==> config.mk <==
export PLATFORM = sky130hd
export DESIGN_NAME = frame_buf_sched
export DESIGN_NICKNAME = d
export VERILOG_FILES = /design/src/rtl/frame_buf_sched.sv
export SDC_FILE = /design/constraint.sdc
export NUM_CORES = 1
export LEC_CHECK = 0
export CORE_UTILIZATION = 46
export DETAILED_ROUTE_END_ITERATION = 10
export HOLD_SLACK_MARGIN = 0.02
export PLACE_DENSITY = 0.86
export SLEW_MARGIN = 15
export SYNTH_ARGS = -nofsm -noshare
export SYNTH_HDL_FRONTEND = slang
export SYNTH_SLANG_ARGS = --single-unit
export TNS_END_PERCENT = 10
==> constraint.sdc <==
create_clock -name clk -period 5.4 [get_ports clk]
set_clock_uncertainty 0.05 [all_clocks]
set_input_delay 0.54 -clock clk [delete_from_list [all_inputs] [get_ports clk]]
set_output_delay 0.54 -clock clk [all_outputs]
set_load 0.005 [all_outputs]
==> src/rtl/frame_buf_sched.sv <==
// frame_buf_sched: triple-buffer frame bank scheduler; the bank being written is never the bank being read
module frame_buf_sched #(
  parameter int ADDR_W = 28,
  parameter logic [ADDR_W-1:0] BASE_ADDR = 28'h0000000,
  parameter logic [ADDR_W-1:0] FRAME_SIZE = 28'h0200000
) (
  input  logic              clk,
  input  logic              rst_n,
  input  logic              en,
  input  logic              wr_frame_start,
  input  logic              wr_frame_done,
  input  logic              rd_frame_start,
  output logic [1:0]        wr_bank,
  output logic [1:0]        rd_bank,
  output logic [ADDR_W-1:0] wr_base,
  output logic [ADDR_W-1:0] rd_base,
  output logic              wr_busy,
  output logic              rd_new_frame,
  output logic [15:0]       drop_cnt,
  output logic [15:0]       repeat_cnt
);
  typedef enum logic {IDLE, WRITING} state_t;
  state_t state_q, state_d;
  logic [1:0] wr_bank_q, wr_bank_d, rd_bank_q, rd_bank_d, lat_q, lat_d;
  logic lat_v_q, lat_v_d, rd_new_q, rd_new_d;
  logic [15:0] drop_q, drop_d, rep_q, rep_d;
  logic [ADDR_W-1:0] wr_base_q, wr_base_d, rd_base_q, rd_base_d;
  logic done, start, drop_inc, rep_inc, busy0, busy1;
  function automatic logic [ADDR_W-1:0] base(input logic [1:0] b);
    return b == 2'd0 ? BASE_ADDR : b == 2'd1 ? BASE_ADDR + FRAME_SIZE : BASE_ADDR + FRAME_SIZE + FRAME_SIZE;
  endfunction
  always_comb begin
    done = state_q == WRITING && wr_frame_done;
    start = state_q == IDLE && wr_frame_start && en;
    // a completion coinciding with a read start hands the fresh bank straight to the reader
    rd_bank_d = !rd_frame_start ? rd_bank_q : done ? wr_bank_q : lat_v_q ? lat_q : rd_bank_q;
    rd_new_d = rd_frame_start && (done || lat_v_q);
    rep_inc = rd_frame_start && !done && !lat_v_q;
    lat_d = done ? wr_bank_q : lat_q;
    lat_v_d = rd_new_d ? 1'b0 : done ? 1'b1 : lat_v_q;
    drop_inc = (done && lat_v_q) || (state_q == WRITING && wr_frame_start && !wr_frame_done);
    state_d = start ? WRITING : done ? IDLE : state_q;
    // new write bank avoids the post-read reader bank and any still-pending latest frame
    busy0 = rd_bank_d == 2'd0 || (lat_v_d && lat_d == 2'd0);
    busy1 = rd_bank_d == 2'd1 || (lat_v_d && lat_d == 2'd1);
    wr_bank_d = !start ? wr_bank_q : !busy0 ? 2'd0 : !busy1 ? 2'd1 : 2'd2;
    drop_d = drop_q + 16'(drop_inc && drop_q != 16'hFFFF);
    rep_d = rep_q + 16'(rep_inc && rep_q != 16'hFFFF);
    wr_base_d = base(wr_bank_d);
    rd_base_d = base(rd_bank_d);
  end
  always_ff @(posedge clk) begin
    if (!rst_n) begin
      state_q <= IDLE;
      wr_bank_q <= 2'd1;
      rd_bank_q <= 2'd0;
      lat_q <= 2'd0;
      lat_v_q <= 1'b0;
      rd_new_q <= 1'b0;
      drop_q <= '0;
      rep_q <= '0;
      wr_base_q <= base(2'd1);
      rd_base_q <= base(2'd0);
    end else begin
      state_q <= state_d;
      wr_bank_q <= wr_bank_d;
      rd_bank_q <= rd_bank_d;
      lat_q <= lat_d;
      lat_v_q <= lat_v_d;
      rd_new_q <= rd_new_d;
      drop_q <= drop_d;
      rep_q <= rep_d;
      wr_base_q <= wr_base_d;
      rd_base_q <= rd_base_d;
    end
  end
  assign wr_bank = wr_bank_q;
  assign rd_bank = rd_bank_q;
  assign wr_base = wr_base_q;
  assign rd_base = rd_base_q;
  assign wr_busy = state_q == WRITING;
  assign rd_new_frame = rd_new_q;
  assign drop_cnt = drop_q;
  assign repeat_cnt = rep_q;
endmodule
# Yosys cells after proc, flatten, opt, wreduce, memory -nomap -nowiden
# Cells that the tools add are included.
# op_classes
n_eq_ne	5
muxes	14
n_reduce_logical	26
n_bitwise	2
add_sub_neg	2
# ops
op	count
two-way mux 23 bit	2
adder 16 x 1 -> 16 bit	2
inequality test 16 bit (second input constant)	2
two-way mux 22 bit	1
two-way mux 2 bit	7
logical AND 1 bit	13
equality test 2 x 1 -> 1 bit (second input constant)	3
logical NOT 2 bit	3
logical OR 1 bit	4
two-way mux 1 bit	4
OR reduction 2 bit	2
logical NOT 1 bit	3
inverter 1 bit	2
nonzero test 2 bit	1
# word_totals
inputBits	6
out_inout_bits	94
register_bits	92
elab_cells	60

# Depth between registers and ports, before layout
# depth
word_depth	12
mapped_depth	11
mapped_depth_nobuf	9

# Worst setup path after synthesis
# OpenSTA, ideal clock, no wires.
# synth_timing
path_type	reg-to-reg
start	register drop_q[4], in the netlist drop_cnt[4]
end	register drop_q[13], in the netlist drop_cnt[13]
path_slack_ns	3.320
setup_time_ns	0.071
n_path_buf	2
synth_period_minus_slack_ns	2.080
arrival_ns	1.959
t_required_ns	5.279
stages_incl_launch_ff	12
cell_sequence	dfxtp_1 and4_1 buf_6 nand4_4 nor2_1 nor3b_1 ha_1 and2_1 clkbuf_1 nand2_1 or3_1 a21oi_1
# synth_between
elab_chain_len	3
# synth_lines
item	line_no	source
start, declared	26	logic [15:0] drop_q, drop_d, rep_q, rep_d;
start signal, assigned	71	drop_q <= drop_d;
inequality test 16 bit	47	drop_d = drop_q + 16'(drop_inc && drop_q != 16'hFFFF);
logical AND 1 bit	47	
adder 16 x 1 -> 16 bit *	47	
# Mark *: on every way between the ends. The rest lies on a longest branch, timed or not.
# A chain may end at the register's enable or synchronous reset.

# Worst setup path in the final report
# layout_timing
start	input port wr_frame_done
end	register rep_q[14], in the netlist repeat_cnt[14]
# layout_between
elab_chain_len	6
# layout_lines
item	line_no	source
start, declared	11	input logic wr_frame_done,
logical AND 1 bit	33	done = state_q == WRITING && wr_frame_done;
logical NOT 1 bit	38	rep_inc = rd_frame_start && !done && !lat_v_q;
logical AND 1 bit (2 in a row)	38	
logical AND 1 bit	48	rep_d = rep_q + 16'(rep_inc && rep_q != 16'hFFFF);
adder 16 x 1 -> 16 bit	48	
end signal, assigned	72	rep_q <= rep_d;
end, declared	26	
# Every way passes these cells.

==> impl_results.md <==
* Setup TNS at 0 ps
* Post-CTS Setup Inserts at 0
* Setup violators final at 0
* Startpoint types: input port
* Worst r2r path cells at 9
* Mapped cell area at 2360 µm²
* Via count at 1766
* CTS Buf Count at 5
* Total grt overflow at 0
* Initial antenna violation count at 0
* Layout area overhead at 19.4%
* DRT Pass-1 Iters at 4
* Worst VDD drop at 0.153 mV
* Worst Setup End Kind: flip-flop
* Cells after Synth at 262
* Run status: finished, final reports clean
* CTS resizes at 0
* Clk pin slew, worst setup/hold paths at 80 ps
* Combinational power share at 6.5%
* Core area at 4850 µm²
* Max incr delay on CP at 500 ps
* CTS tree: done
* CTS root buffer: clkbuf_8
* Layout cells sized above 1 at under 10%
* P_int at 537 µW
* First-pass GRT wire length at just over 7000 µm
* Diodes inserted at 0
* Latest clock arrival within the worst-skew pair at 290 ps
* Port bufs at 47
* Cell Rows at 25
* FMAX at ~420 MHz
* Max Fanout on Critical Path at 5
* Tot GR Track Use at 16.6%
* Total wire length at 4320 µm
* Final Cell Area at 2820 µm²
* Clock share of power at 43.2%
* PwrDens at 239 nW/µm²
* Final #Nets at 321
* Placed cell area at 2690 µm²
* Net Sw Frac at 20.5%
* H-tree depth at 2
* Synth area leader: dfxtp_1
* GP Congestion at around 0.84
* Reg2reg setup slack at 3090 ps
* Fin cells at 377
* Final worst path period need at between 2000 and 2500 ps
* I/O pin count at 100
* Vias/cell at 4.68
* Hold WC Path Type: flip-flop to flip-flop
* Final Max Tran Viols at 0
* Clk buf depth at 2
* Crit path DAT at 2470 ps
* Hold Buf Count CTS at 0
* Die Area at 5430 µm²
* Bufs and invs on worst path at 2
* Hold Path Stages at 2
* CP Depth at 10
* Clock sinks at 45
* # placed instances at around 370
* Sw Pwr at approximately 140 µW
* Syn_area_per_cell at 9.02 µm²
* Height of the die at 73.7 µm
* Yosys top cell area share at 38.1%
* Initial Util at approximately 49%
* Remaining antenna violation count at 0
* Sequential share of power at roughly half
* Least-Margin Pin Slew at ~620 ps
* CP max-delay cell: clkdlybuf4s50_1
* Largest cells by area after synthesis: dfxtp_1 (38%), buf_4 (17%), xor2_1 (5.9%), nor2_1 (4.9%), xnor2_1 (3.3%)
* Die X at 73.7 µm
* Post-synthesis sequential area ratio at 38.1%
* Dpl ws at 2730 ps
* DRC at 0
* Largest net degree at the start of global routing at 38
* Yosys reg bits at 45
* Worst slew margin at between 50% and 60%
* Drt wl/cell at about 11 µm
* CP Cell Sequence: clkdlybuf4s50_1 -> a21oi_1 -> nand2_1 -> nor2_1 -> ha_1 -> ha_1 -> inv_1 -> nor4_1 -> xnor2_1 -> nor2_1
* CP Class: input port to flip-flop
* Max Cap Viol at 0
* Static Leak at around 0.0011 µW
* Final worst slack at between 3000 and 4000 ps
* Number of global-route vias before repair at 1583
* Iteration-0 DRC count of the detailed router at 72
* Crit path required time at 5510 ps
* Hold Violations, Final at 0
* Tcrit/Tclk final at 43.8%
* Ys Warns at 0
* Cell family with most CP delay: simple AND/OR/NAND/NOR gates
* Synth unique cells at 39
* RSZ-0062 raised after global routing: false
* HPWL after DPL at 3150 µm
==> stage by stage <==
step	power, µW	utilization, %	hold WS, ps
5_1_grt	705	58.2	521
3_5_place_dp	391	55.5	463
2_1_floorplan	401	-	433
4_1_cts	686	58.2	471
3_3_place_gp	390	55.5	439
6_report	676	58.2	465
==> final timing paths <==
check,startpoint,end
setup / recovery,wr_frame_done,repeat_cnt[14]$_SDFF_PN0_
hold reg to reg,drop_cnt[14]$_SDFF_PN0_,drop_cnt[14]$_SDFF_PN0_
setup reg to reg,repeat_cnt[2]$_SDFF_PN0_,repeat_cnt[12]$_SDFF_PN0_
hold / removal,drop_cnt[14]$_SDFF_PN0_,drop_cnt[14]$_SDFF_PN0_
==> flip-flops by register name, indices dropped and copies added, names as in the netlist <==
| register | flops |
|---|---|
| wr_busy | 1 |
| drop_cnt | 16 |
| rd_bank | 2 |
| rd_base | 2 |
| rd_new_frame | 1 |
| repeat_cnt | 16 |
| wr_bank | 2 |
| wr_base | 2 |
| lat_v_q | 1 |
| lat_q | 2 |
==> cells by family after synthesis <==
group                    after synthesis  share of synthesized area, %
AND/OR/NAND/NOR                       99                          23.0
buffers and inverters                 60                          18.1
flip-flops                            45                          38.1
XOR/XNOR                              25                          9.26
AO/OA/AOI/OAI                         21                          5.88
adder cells (fa/ha/maj)                6                          3.18
multiplexers                           5                          2.33
other                                  1                         0.159
==> cells in the final DEF, fill, tap and decap left out, types with 5 or more instances in the layout <==
master and n:
nand2_1 10, nor2_1 31, xnor2_1 9, ha_1 6, a21oi_1 7, conb_1 52, and2_1 9, clkdlybuf4s50_1 47
nand4_1 11, nand3_1 13, xor2_1 16, clkbuf_8 5, dfxtp_1 45
==> power groups by stage <==
stage          Clock, µW  Combinational [µW]  Sequential (µW)
2_1_floorplan          0                53.3              348
3_3_place_gp           0                42.1              348
3_5_place_dp           0                42.9              348
4_1_cts              302                43.1              340
5_1_grt              313                50.4              341
6_report             292                43.7              340
==> cell usage after synthesis <==
cell type	instances
nand2_1	10
nand2b_1	2
o211ai_2	1
xor2_1	16
a32oi_1	1
inv_1	1
nor4_1	4
conb_1	1
nand2_2	1
buf_4	52
nand4_1	11
nand4_4	2
and4_1	4
o41ai_1	2
nor2_1	31
ha_1	6
a21oi_1	7
or3_1	4
xnor2_1	9
a21o_1	1
o21a_1	1
o21ai_0	4
dfxtp_1	45
nand3b_1	1
o21ai_1	1
mux2_4	1
and3_1	2
buf_1	3
mux2i_1	4
a211oi_1	2
clkbuf_1	2
nor3_1	3
and4_2	1
nor3b_1	1
nand3_1	13
a221o_1	1
inv_2	1
and2_1	9
buf_6	1
==> final cells by class <==
cell class / instances / area, µm²
tap: 67 / 83.8
timing repair buffer: 47 / 470
sequential: 45 / 901
multi-input combinational: 208 / 1230
fill: 447 / 2030
clock buffer: 5 / 68.8
clock inverter: 3 / 65.1
inverter: 2 / 7.51
==> layer usage <==
| metal | routed length, µm | share of wire, % | vias to the layer above | GRT usage (%) |
|---|---|---|---|---|
| li1 | - | - | 882 | - |
| met1 | 1940 | 45 | 827 | 20.0 |
| met2 | 2190 | 51 | 55 | 29.1 |
| met3 | 170 | 3.9 | 2 | 4.53 |
| met4 | 17 | 0.39 | 0 | 3.85 |
| met5 | 0 | 0 | - | 0 |
==> worst reg2reg max path, stage by stage (launching register included) <==
cell and delay (ps):
dfxtp_1 450, nand4_1 300, nor4_1 320, nor2_1 70
ha_1 240, ha_1 270, and2_1 180, nand4_1 90
xor2_1 140, nor2_1 50
Note: power is estimated with default switching activity, not from simulation.
